===== src/rtl/ahb_req_arbiter_pkg.sv =====
// Shared definitions for the two-requester AHB command arbiter:
// FSM encoding, datapath widths and the default timeout.
package ahb_req_arbiter_pkg;

    localparam int ADDR_W          = 32;
    localparam int DATA_W          = 32;
    localparam int CNT_W           = 9;
    localparam int TIMEOUT_CYC_DEF = 255;

    typedef enum logic [1:0] {
        IDLE  = 2'd0,
        ISSUE = 2'd1,
        WAIT  = 2'd2,
        RESP  = 2'd3
    } arb_state_e;

endpackage


===== src/rtl/ahb_req_arbiter_if.sv =====
// Requester command/response channels plus the single-transfer master
// datapath handshake. The arbiter sits on the slave modport.
interface ahb_req_arbiter_if;
    import ahb_req_arbiter_pkg::*;

    logic [1:0]        rq_valid;
    logic [1:0]        rq_ready;
    logic [1:0]        rq_write;
    logic [ADDR_W-1:0] rq_addr0;
    logic [ADDR_W-1:0] rq_addr1;
    logic [DATA_W-1:0] rq_wdata0;
    logic [DATA_W-1:0] rq_wdata1;

    logic [1:0]        rs_valid;
    logic [1:0]        rs_ready;
    logic [DATA_W-1:0] rs_rdata;
    logic              rs_err;

    logic              m_valid;
    logic              m_ready;
    logic              m_write;
    logic [ADDR_W-1:0] m_addr;
    logic [DATA_W-1:0] m_wdata;
    logic              m_done;
    logic [DATA_W-1:0] m_rdata;

    modport slave (
        input  rq_valid, rq_write, rq_addr0, rq_addr1, rq_wdata0, rq_wdata1,
        input  rs_ready, m_ready, m_done, m_rdata,
        output rq_ready, rs_valid, rs_rdata, rs_err,
        output m_valid, m_write, m_addr, m_wdata
    );

    modport master (
        output rq_valid, rq_write, rq_addr0, rq_addr1, rq_wdata0, rq_wdata1,
        output rs_ready, m_ready, m_done, m_rdata,
        input  rq_ready, rs_valid, rs_rdata, rs_err,
        input  m_valid, m_write, m_addr, m_wdata
    );

endinterface


===== src/rtl/ahb_rr_arb2.sv =====
// Combinational two-way round-robin grant: on a tie, the requester that
// was not served last wins.
module ahb_rr_arb2 (
    input  logic [1:0] req,
    input  logic       last,
    output logic [1:0] gnt
);

    // NOTE: every always_comb output gets a default first so no path can infer a latch.
    always_comb begin
        gnt = 2'b00;
        if (req[0] && req[1]) begin
            gnt = last ? 2'b01 : 2'b10;
        end else if (req[0]) begin
            gnt = 2'b01;
        end else if (req[1]) begin
            gnt = 2'b10;
        end
    end

endmodule


===== src/rtl/ahb_req_arbiter.sv =====
// Two-requester arbiter feeding one AHB master datapath: one command in
// flight, round-robin grant, timeout-forced error completion.
module ahb_req_arbiter
    import ahb_req_arbiter_pkg::*;
#(
    parameter int TIMEOUT_CYC = TIMEOUT_CYC_DEF
) (
    input  logic              HCLK,
    input  logic              HRESET,
    ahb_req_arbiter_if.slave  bus
);

    localparam int CNT_MAX   = (1 << CNT_W) - 1;
    localparam int TO_LAST_I = (TIMEOUT_CYC - 1 > CNT_MAX) ? CNT_MAX : TIMEOUT_CYC - 1;
    localparam logic [CNT_W-1:0] TO_LAST = CNT_W'(TO_LAST_I);

    arb_state_e        state_q, state_d;
    logic              gnt_idx_q, gnt_idx_d;
    logic              last_q, last_d;
    logic [CNT_W-1:0]  cnt_q, cnt_d, cnt_inc;
    logic              m_write_q, m_write_d;
    logic [ADDR_W-1:0] m_addr_q, m_addr_d;
    logic [DATA_W-1:0] m_wdata_q, m_wdata_d;
    logic [DATA_W-1:0] rs_rdata_q, rs_rdata_d;
    logic              rs_err_q, rs_err_d;
    logic [1:0]        gnt;
    logic              timeout_hit;

    ahb_rr_arb2 u_rr_arb2 (
        .req  (bus.rq_valid),
        .last (last_q),
        .gnt  (gnt)
    );

    // Timeout is decided in the last ISSUE/WAIT cycle, so the error response
    // appears exactly TIMEOUT_CYC cycles after the accept cycle.
    assign cnt_inc     = (cnt_q == CNT_W'(CNT_MAX)) ? cnt_q : cnt_q + 1'b1;
    assign timeout_hit = (cnt_inc >= TO_LAST);

    always_comb begin
        state_d      = state_q;
        gnt_idx_d    = gnt_idx_q;
        last_d       = last_q;
        cnt_d        = cnt_q;
        m_write_d    = m_write_q;
        m_addr_d     = m_addr_q;
        m_wdata_d    = m_wdata_q;
        rs_rdata_d   = rs_rdata_q;
        rs_err_d     = rs_err_q;
        bus.rq_ready = 2'b00;
        bus.rs_valid = 2'b00;
        bus.m_valid  = 1'b0;

        unique case (state_q)
            IDLE: begin
                if (|bus.rq_valid) begin
                    bus.rq_ready = gnt;
                    gnt_idx_d    = gnt[1];
                    m_write_d    = gnt[1] ? bus.rq_write[1] : bus.rq_write[0];
                    m_addr_d     = gnt[1] ? bus.rq_addr1    : bus.rq_addr0;
                    m_wdata_d    = gnt[1] ? bus.rq_wdata1   : bus.rq_wdata0;
                    cnt_d        = '0;
                    state_d      = ISSUE;
                end
            end
            ISSUE: begin
                bus.m_valid = 1'b1;
                cnt_d       = cnt_inc;
                if (timeout_hit) begin
                    rs_err_d   = 1'b1;
                    rs_rdata_d = '0;
                    state_d    = RESP;
                end else if (bus.m_ready) begin
                    state_d = WAIT;
                end
            end
            WAIT: begin
                cnt_d = cnt_inc;
                // A completion arriving on the timeout cycle still counts as success.
                if (bus.m_done) begin
                    rs_rdata_d = m_write_q ? '0 : bus.m_rdata;
                    rs_err_d   = 1'b0;
                    state_d    = RESP;
                end else if (timeout_hit) begin
                    rs_err_d   = 1'b1;
                    rs_rdata_d = '0;
                    state_d    = RESP;
                end
            end
            RESP: begin
                bus.rs_valid = gnt_idx_q ? 2'b10 : 2'b01;
                if (bus.rs_ready[gnt_idx_q]) begin
                    last_d  = gnt_idx_q;
                    state_d = IDLE;
                end
            end
        endcase
    end

    // NOTE: sequential state uses non-blocking assignments so every register samples pre-edge values.
    always_ff @(posedge HCLK or posedge HRESET) begin
        if (HRESET) begin
            state_q    <= IDLE;
            gnt_idx_q  <= 1'b0;
            last_q     <= 1'b1;
            cnt_q      <= '0;
            m_write_q  <= 1'b0;
            m_addr_q   <= '0;
            m_wdata_q  <= '0;
            rs_rdata_q <= '0;
            rs_err_q   <= 1'b0;
        end else begin
            state_q    <= state_d;
            gnt_idx_q  <= gnt_idx_d;
            last_q     <= last_d;
            cnt_q      <= cnt_d;
            m_write_q  <= m_write_d;
            m_addr_q   <= m_addr_d;
            m_wdata_q  <= m_wdata_d;
            rs_rdata_q <= rs_rdata_d;
            rs_err_q   <= rs_err_d;
        end
    end

    assign bus.m_write  = m_write_q;
    assign bus.m_addr   = m_addr_q;
    assign bus.m_wdata  = m_wdata_q;
    assign bus.rs_rdata = rs_rdata_q;
    assign bus.rs_err   = rs_err_q;

endmodule

===== src/flat_wrapper.sv =====
// flat-port wrapper written by rule: the top's interface ports become plain ports
module ahb_req_arbiter_flat import ahb_req_arbiter_pkg::*;
#(
    parameter int TIMEOUT_CYC = TIMEOUT_CYC_DEF
)
  (HCLK, HRESET, bus_rq_valid, bus_rq_write, bus_rq_addr0, bus_rq_addr1, bus_rq_wdata0, bus_rq_wdata1, bus_rs_ready, bus_m_ready, bus_m_done, bus_m_rdata, bus_rq_ready, bus_rs_valid, bus_rs_rdata, bus_rs_err, bus_m_valid, bus_m_write, bus_m_addr, bus_m_wdata);
  ahb_req_arbiter_if bus_i ();
  input  logic HCLK;
  input  logic HRESET;
  input wire logic [$bits(bus_i.rq_valid)-1:0] bus_rq_valid;
  input wire logic [$bits(bus_i.rq_write)-1:0] bus_rq_write;
  input wire logic [$bits(bus_i.rq_addr0)-1:0] bus_rq_addr0;
  input wire logic [$bits(bus_i.rq_addr1)-1:0] bus_rq_addr1;
  input wire logic [$bits(bus_i.rq_wdata0)-1:0] bus_rq_wdata0;
  input wire logic [$bits(bus_i.rq_wdata1)-1:0] bus_rq_wdata1;
  input wire logic [$bits(bus_i.rs_ready)-1:0] bus_rs_ready;
  input wire logic [$bits(bus_i.m_ready)-1:0] bus_m_ready;
  input wire logic [$bits(bus_i.m_done)-1:0] bus_m_done;
  input wire logic [$bits(bus_i.m_rdata)-1:0] bus_m_rdata;
  output wire logic [$bits(bus_i.rq_ready)-1:0] bus_rq_ready;
  output wire logic [$bits(bus_i.rs_valid)-1:0] bus_rs_valid;
  output wire logic [$bits(bus_i.rs_rdata)-1:0] bus_rs_rdata;
  output wire logic [$bits(bus_i.rs_err)-1:0] bus_rs_err;
  output wire logic [$bits(bus_i.m_valid)-1:0] bus_m_valid;
  output wire logic [$bits(bus_i.m_write)-1:0] bus_m_write;
  output wire logic [$bits(bus_i.m_addr)-1:0] bus_m_addr;
  output wire logic [$bits(bus_i.m_wdata)-1:0] bus_m_wdata;
  assign bus_i.rq_valid = bus_rq_valid;
  assign bus_i.rq_write = bus_rq_write;
  assign bus_i.rq_addr0 = bus_rq_addr0;
  assign bus_i.rq_addr1 = bus_rq_addr1;
  assign bus_i.rq_wdata0 = bus_rq_wdata0;
  assign bus_i.rq_wdata1 = bus_rq_wdata1;
  assign bus_i.rs_ready = bus_rs_ready;
  assign bus_i.m_ready = bus_m_ready;
  assign bus_i.m_done = bus_m_done;
  assign bus_i.m_rdata = bus_m_rdata;
  assign bus_rq_ready = bus_i.rq_ready;
  assign bus_rs_valid = bus_i.rs_valid;
  assign bus_rs_rdata = bus_i.rs_rdata;
  assign bus_rs_err = bus_i.rs_err;
  assign bus_m_valid = bus_i.m_valid;
  assign bus_m_write = bus_i.m_write;
  assign bus_m_addr = bus_i.m_addr;
  assign bus_m_wdata = bus_i.m_wdata;
  ahb_req_arbiter #(.TIMEOUT_CYC(TIMEOUT_CYC)) u_core (.HCLK(HCLK), .HRESET(HRESET), .bus(bus_i));
endmodule

===== config.mk =====
export PLATFORM = sky130hd
export DESIGN_NAME = ahb_req_arbiter_flat
export DESIGN_NICKNAME = d
export VERILOG_FILES = /design/src/rtl/ahb_req_arbiter_pkg.sv /design/src/rtl/ahb_req_arbiter_if.sv /design/src/rtl/ahb_rr_arb2.sv /design/src/rtl/ahb_req_arbiter.sv /design/src/flat_wrapper.sv
export SDC_FILE = /design/constraint.sdc
export NUM_CORES = 1
export LEC_CHECK = 0
export CAP_MARGIN = 0
export CELL_PAD_IN_SITES_DETAIL_PLACEMENT = 1
export CELL_PAD_IN_SITES_GLOBAL_PLACEMENT = 1
export CORE_MARGIN = 2
export CORE_UTILIZATION = 30
export CTS_CLUSTER_DIAMETER = 150
export CTS_CLUSTER_SIZE = 40
export DETAILED_ROUTE_END_ITERATION = 8
export PLACE_DENSITY = 0.89
export SYNTH_ARGS = -nofsm -noshare
export SYNTH_HDL_FRONTEND = slang
export SYNTH_SLANG_ARGS = --single-unit

===== constraint.sdc =====
create_clock -name HCLK -period 5.6 [get_ports HCLK]
set_input_delay 0.56 -clock HCLK [delete_from_list [all_inputs] [get_ports HCLK]]
set_output_delay 0.56 -clock HCLK [all_outputs]
set_load 0.1 [all_outputs]

# Yosys cells after proc, flatten, opt, wreduce, memory -nomap -nowiden
# Cells that the tools add are included.
[word_totals]
ram_bits = 0
romBits = 0
n_memories = 0
reg_bits = 111
input_bits = 170
out_inout_bits = 103
latchBits = 0
wordCells = 61
[classes]
div_mod_pow = 0
eq_ne = 8
n_shift = 0
n_mux = 31
magnitude_cmp = 2
reduce_logical = 10
n_mul = 0
bitwise_logic = 0
add_sub_neg = 1
[op_table]
columns = ["cell", "n"]
rows = [
  ["32-bit 2-to-1 mux", 5],
  ["32-bit case mux with 2 select lines", 1],
  ["2-bit 2-to-1 mux", 14],
  ["9-bit 2-to-1 mux", 2],
  ["9-bit case mux with 2 select lines", 1],
  ["9-bit by 1-bit adder with 9-bit output, second input constant", 1],
  ["9-bit == test, second input constant", 1],
  ["9-bit by 8-bit greater-or-equal comparator with 1-bit output, second input constant", 1],
  ["2-bit case mux with 4 select lines", 1],
  ["1-bit 2-to-1 mux", 6],
  ["3-bit by 2-bit inequality test with 1-bit output, second input constant", 2],
  ["2-bit AND reduction", 3],
  ["2-bit == test, second input constant", 2],
  ["2-bit by 1-bit inequality test with 1-bit output, second input constant", 2],
  ["4-bit AND reduction", 1],
  ["2-bit nonzero test", 2],
  ["2-bit OR reduction", 2],
  ["2-bit by 1-bit == test with 1-bit output, second input constant", 1],
  ["2-bit zero test", 1],
  ["1-bit by 2-bit less-than comparator with 1-bit output, second input constant", 1],
  ["1-bit case mux with 2 select lines", 1],
  ["1-bit logical AND", 1],
]

# Depth between registers and ports, before layout
# Gate-level depths: netlist of run 1.
[logic_depth]
word_depth = 6
mapped_depth = 8
mapped_depth_nobuf = 7

# By module
# A second synthesis of run 1 with hierarchy kept.
[unflattened]
cells_unflattened = 467
hier_area_um2 = 5039.8
[modules_own_cells]
columns = ["mod", "n_inst", "cells_each", "area_each_um2", "seq_area_each_um2"]
rows = [
  ["ahb_req_arbiter", 1, 464, 5021.1, 2778.9],
  ["ahb_rr_arb2", 1, 3, 18.8, 0.0],
]

# Least setup slack after synthesis of run 1
# No wires, ideal clock.
[synth_timing]
path_type = "reg-to-output"
from = "reg u_core.state_q[0]"
to = "out bus_rq_ready[1]"
slack_ns = 2.963
path_stages_with_launch = 6
t_arrival_ns = 2.077
n_path_buf = 1
cell_sequence = "dfrtp_1 -> inv_1 -> ha_1 -> nand2_1 -> a21oi_1 -> clkbuf_1"
[synth_between]
elab_chain_len = 2
[synth_rtl]
columns = ["element", "line", "rtl"]
rows = [
  ["start: declaration", "ahb_req_arbiter.sv:17", "arb_state_e state_q, state_d;"],
  ["start signal: assignment", "ahb_req_arbiter.sv:113", "state_q <= state_d;"],
  ["2-bit zero test", "ahb_req_arbiter.sv:54", "unique case (state_q)"],
  ["2-bit 2-to-1 mux", "ahb_req_arbiter.sv:54", ""],
  ["end: declaration", "flat_wrapper.sv:20", "output wire logic [$bits(bus_i.rq_ready)-1:0] bus_rq_ready;"],
]
# Every way passes these cells.

# Worst setup path after layout of run 1
[layout_timing]
from = "reg u_core.state_q[0]"
to = "out bus_rq_ready[0]"
# The elaborated chain is that of the path after synthesis.

==> impl_metrics.toml, run 1 <==
[setup_path]
timing.rr.start = "u_core.cnt_q[2]"
worstSetupStartpointType = "flip-flop"
crit_arrival_ps = 2830
critPathMaxStageDelay_ps = 1190
reg2reg_depth = 5
crit_path_top_delay_cell = "clkdlybuf4s50_1"
crit_chain = "inv_1, ha_1, nand2_1, a21oi_4, clkdlybuf4s50_1"
r2r_slack_ps = 2950
cp.depth = 5
cp.buffers_inverters = 2
critPathRequiredTime_ps = 5040
critPathKind = "flip-flop to output port"
critPathTopFamily = "buffers and inverters"
endpoint_kind = "output port"
r2r-end = "u_core.bus.rs_rdata[30]"
cp_max_fo = 8

[routing]
via_per_inst = 5.19
ant_nets = 0
drtIter0Drc = 450
wirelength_um = 19700
drc = 0
wl_per_cell_um = 19.9
dr.pass1.iters = 9
vias = 5147

[logic_synthesis]
synthFlopType = "dfrtp_1"
ys_warn_count = 0
yosysTopAreaCellShare_pct = 53.8
yosysUniqueCellTypes = 43
syn_avg_cell_area_um2 = 10.0
yosysTopAreaCell = "dfrtp_1"
syn-cell-area_mm2 = 0.00512
postSynth.asyncResetShare_pct = 100
yosys-top-cells-area = "dfrtp_1, a222oi_1, inv_1"
ys_seq_elements = 111
synthCells = 511
synth_edf_count = 0
syn_nets = 686
seq_area_frac_synth_pct = 54.3

[sta]
finalSetupTns_ps = 0
holdWs_ps = 490
period_minus_slack_ps = 3390
hold_violations = 0
finalClockSkew_ps = 9.17
rsz0062_at_grt = "no"
finalSetupViolCount = 0
slew_viol_final = 0
tightest_slew_ps = 1170
max_freq_mhz = 295
slew_headroom_pct = 21.8
fin_crit_sh_pct = 60.5

[clock_tree]
cts_tree = "built"
cts_resized = 0
cts_max_path_buffers = 2
clkTransAtPathRegs_ps = 80
cts_sinks = 111
cts_inserted_buffers = 9
cts_max_level = 3
clkLatencyLatePin_ps = 350
cts_post_setup_buffers_inserted = 0
ctsHoldBuffers = 0
root_buffer = "clkbuf_16"

[die]
chipHeight_um = 135
rows = 47
ios = 273
fp.dieArea_mm2 = 0.0181
core_region_area_mm2 = 0.0166
die_w_um = 135
start_util_pct = 30.8

[layout]
multi_input_area_mm2 = 0.00195
nets = 940
fillers = 1827
seqCellArea_mm2 = 0.00278
syn2layout_area_growth_pct = 63.1
drive_above_1_share_pct = 4.42

[hold_path]
hold_depth = 2
hold_end = "u_core.bus.m_addr[0]"
hold_path_class = "flip-flop to flip-flop"
min_from = "u_core.bus.m_addr[0]"

[global_route]
grt_max_degree = 75
grt_pass1_vias = 5474
grt_usage_pct = 21.5
grt_overflow = 0
antenna_found_initial = 1
grt_pass1_wl_um = 30100

[run_status]
status = "finished, final reports clean"

[placed_design]
dpl.hpwl_um = 14400
gp_congestion = 0.822
port_buffers = 272

[job]
max_cap_violations = 0
==> worst register-to-register path: stages, from the launching register on <==
cell and delay, ps:
dfrtp_1 490, nand3_2 170, or3_1 410, a211oi_2 290, a21bo_1 860, o21ai_0 260
==> logic make-up (layout without fill, tap and decap cells) <==
family                     after synthesis  after routing  share of synthesized area (%)
adders and majority gates                5              5                           1.22
DFF                                    111            111                           54.3
and+or+nand+nor                        107            107                           10.5
muxes                                    2              2                          0.391
other                                    0              1                              0
buffers and inverters                  110            369                           8.43
AOI/OAI and AO/OA                      175            175                           25.0
xor gates and xnor gates                 1              1                          0.171
==> placed cells by master (no fill, tap or decap), types with 2 or more instances in the layout <==
| master | synthesis | layout |
|---|---|---|
| a21o_1 | 2 | 2 |
| clkdlybuf4s50_1 | 0 | 272 |
| a32o_1 | 3 | 3 |
| nor2b_1 | 34 | 34 |
| a21oi_4 | 0 | 2 |
| ha_1 | 5 | 5 |
| and3_1 | 2 | 2 |
| clkbuf_16 | 0 | 9 |
| and2_1 | 3 | 3 |
| a21oi_1 | 48 | 46 |
| o21ai_0 | 27 | 27 |
| mux2i_1 | 2 | 2 |
| o21ai_1 | 12 | 11 |
| inv_8 | 0 | 2 |
| nand2_1 | 47 | 47 |
| a222oi_1 | 65 | 65 |
| nor2_1 | 9 | 9 |
| nand3_1 | 4 | 4 |
| buf_4 | 3 | 7 |
| inv_1 | 74 | 73 |
| o22ai_1 | 2 | 2 |
| o21a_1 | 4 | 4 |
| nand3b_1 | 2 | 2 |
| dfrtp_1 | 110 | 110 |
==> final cells by class <==
type | count | area share [%]
flip-flops and latches | 111 | 33.3
repair buffers | 279 | 33.2
multi-input cells | 290 | 23.3
inverters | 74 | 3.36
well taps | 220 | 3.30
clock buffers | 10 | 2.86
clock inverters | 6 | 0.629
diodes | 1 | 0.0300
==> cell usage after synthesis, types with 2 or more instances <==
cell,n
buf_4,3
buf_1,6
and3_1,2
clkbuf_1,26
inv_1,74
o21a_1,4
nand2_1,47
a21o_1,2
o21ai_0,27
o22ai_1,2
a222oi_1,65
a21oi_1,48
nor2_1,9
nand3_1,4
o21ai_1,12
mux2i_1,2
ha_1,5
nand3b_1,2
and2_1,3
nor2b_1,34
a32o_1,3
dfrtp_1,110
==> per-stage QoR <==
step	cells	utilization, %	area, µm²	setup slack (ps)
2_1_floorplan	511	-	5120	2110
3_3_place_gp	974	48.4	8060	2390
3_5_place_dp	974	48.4	8060	2370
4_1_cts	990	50.2	8350	2170
5_1_grt	991	50.2	8350	2050
6_report	991	50.2	8350	2210
==> sequential cells by signal (all words and copies together) (netlist names) <==
name,flops
u_core.gnt_idx_q,1
u_core.bus.m_addr,32
u_core.last_q,1
u_core.cnt_q,9
u_core.bus.rs_rdata,32
u_core.bus.rs_err,1
u_core.bus.m_wdata,32
u_core.bus.m_write,1
u_core.state_q,2
==> how the worst max path moves through the flow <==
stage	start	end	slack, ps
3_5_place_dp	bus_rq_valid[0]	bus_rq_ready[0]	2370
4_1_cts	u_core.state_q[0]	bus_rq_ready[0]	2170
6_report	u_core.state_q[0]	bus_rq_ready[0]	2210
5_1_grt	u_core.state_q[0]	bus_rq_ready[0]	2050
2_1_floorplan	HRESET	u_core.bus.m_addr[0]	2110
3_3_place_gp	bus_rq_valid[0]	bus_rq_ready[0]	2390
==> layer usage <==
metal	routed length, µm	part of all wire [%]	up-vias	track usage (%)
li1	-	-	2357	-
met5	0	0	-	0
met3	1440	7.3	32	6.31
met4	745	3.8	0	9.65
met2	10000	51	203	37.1
met1	7500	38	2555	24.6
Power of run 1 is left out: the tool's default activity adds up to more than one toggle a clock period on the data nets, which glitch-free logic cannot reach.
==> run 2, diff against run 1 <==
--- a/config.mk
+++ b/config.mk
@@ -9,11 +9,11 @@
 export CELL_PAD_IN_SITES_DETAIL_PLACEMENT = 1
 export CELL_PAD_IN_SITES_GLOBAL_PLACEMENT = 1
 export CORE_MARGIN = 2
-export CORE_UTILIZATION = 30
+export CORE_UTILIZATION = 26
 export CTS_CLUSTER_DIAMETER = 150
 export CTS_CLUSTER_SIZE = 40
 export DETAILED_ROUTE_END_ITERATION = 8
-export PLACE_DENSITY = 0.89
+export PLACE_DENSITY = 0.83
 export SYNTH_ARGS = -nofsm -noshare
 export SYNTH_HDL_FRONTEND = slang
 export SYNTH_SLANG_ARGS = --single-unit
==> constraint.sdc (replaced) <==
create_clock -name HCLK -period 2.8 [get_ports HCLK]
set_input_delay 0.28 -clock HCLK [delete_from_list [all_inputs] [get_ports HCLK]]
set_output_delay 0.28 -clock HCLK [all_outputs]
set_load 0.1 [all_outputs]
==> run 2 against run 1 <==
  * Worst hold slack worse by 140 ps
  * Sequential share of layout area up 0.21 points
  * Clock-buffer cell count down 1
  * Clock skew up 6.0 ps
  * Setup slack worse by 1800 ps
  * Final area down 0.63%
  * Register-to-register slack worse by 2400 ps
  * Die area up 15%
  * Core utilization down 7.4 points
  * Highest routed layer unchanged
==> impl_metrics.toml, run 2 (synthesized netlist as in run 1, its figures left out) <==
[global_route]
grt_usage_pct = 18.6
grt_overflow = 0
grt_pass1_vias = 5502
antenna_found_initial = 1
grt_max_degree = 50
grt_pass1_wl_um = 29900

[sta]
hold_violations = 0
fin_crit_sh_pct = 84.5
finalClockSkew_ps = 15.2
slew_headroom_pct = 56.3
tightest_slew_ps = 655
slew_viol_final = 0
rsz0062_at_grt = "no"
period_minus_slack_ps = 2370
finalSetupViolCount = 0
finalSetupTns_ps = 0
max_freq_mhz = 423

[setup_path]
r2r_slack_ps = 600
endpoint_kind = "output port"
cp_max_fo = 49
startpoint = "u_core.state_q[0]"
r2r-end = "u_core.bus.rs_rdata[26]"
critPathRequiredTime_ps = 2520
critPathKind = "flip-flop to output port"
crit_arrival_ps = 2090
timing.rr.start = "u_core.state_q[1]"
reg2reg_depth = 6
worstSetupStartpointType = "flip-flop"

[routing]
ant_nets = 0
via_per_inst = 4.99
drtIter0Drc = 477
vias = 5214
dr.pass1.iters = 8
wl_per_cell_um = 18.7
drc = 0
wirelength_um = 19600

[clock_tree]
clkTransAtPathRegs_ps = 90
cts_max_level = 3
cts_post_setup_buffers_inserted = 0
cts_sinks = 111
cts_max_path_buffers = 2
clkLatencyLatePin_ps = 360
cts_resized = 0
root_buffer = "clkbuf_16"
cts_tree = "built"
cts_inserted_buffers = 9
ctsHoldBuffers = 0

[layout]
drive_above_1_share_pct = 18.6
final_util_pct = 42.8
finalInstanceArea_mm2 = 0.00830
mostFrequentLayoutCell = "clkdlybuf4s50_1"
syn2layout_area_growth_pct = 62.1
nets = 948
stdcell_count = 1044
mostFrequentLayoutCells = "clkdlybuf4s50_1, buf_4, dfrtp_1"

[die]
chipHeight_um = 144
rows = 51
fp.dieArea_mm2 = 0.0208
die_w_um = 144
ios = 273
start_util_pct = 26.4
core_region_area_mm2 = 0.0194

[run_status]
status = "finished, final reports clean"

[placed_design]
gp_congestion = 0.809
postPlaceCellArea_mm2 = 0.00798
dpl.hpwl_um = 14700
port_buffers = 272
dp_cells = 1027

[job]
max_cap_violations = 0

[hold_path]
hold_path_class = "primary input to async pin"
## run 2: cell count changes in the layout (fill, tap and decap cells not counted)
cell / previous run / this run
clkbuf_8: 1 / 0
clkinv_4: 1 / 2
clkinv_8: 0 / 1
clkdlybuf4s50_1: 272 / 169
inv_4: 1 / 0
inv_6: 1 / 0
buf_4: 7 / 113
bufinv_16: 0 / 1
buf_12: 0 / 5
## run 2: area by class of cell
cell class              instances  area, µm²
clock buffers                   9        225
fillers                      2232      11100
multi-input cells             290       1950
well taps                     265        332
repair buffers                287       2640
clock inverters                 7       91.3
diodes                          1       2.50
inverters                      74        282
flip-flops and latches        111       2780
## run 2: how the worst max path moves through the flow
stage | cells past startpoint | slack, ps | endpoint
3_5_place_dp | 6 | 520 | u_core.state_q[0]
4_1_cts | 7 | 430 | bus_rq_ready[0]
2_1_floorplan | 7 | 310 | u_core.bus.m_addr[0]
6_report | 7 | 430 | bus_rq_ready[0]
5_1_grt | 7 | 290 | bus_rq_ready[0]
3_3_place_gp | 6 | 570 | u_core.state_q[1]
## run 2: critical path, stage by stage, from the launching register on
cell	delay [ps]
dfrtp_1	420
inv_1	160
ha_1	210
buf_4	170
nand2_1	90
a21oi_4	170
buf_12	240
buf_12	210
## run 2: per-stage QoR
stage	hold WS, ps	setup WS [ps]
after floorplan	405	315
after CTS	363	432
final	350	433
after global routing	384	292
after global placement	474	574
after detailed placement	483	518
## run 2: routing by layer
metal	up-vias	part of all wire, %	routed length [µm]	global-route usage (%)
met5	-	0	0	0
met4	0	2.3	456	7.10
met3	27	8.6	1680	6.06
met2	227	50	9810	30.9
met1	2584	39	7620	22.3
li1	2376	-	-	-
Power of run 2 is left out for the same reason.
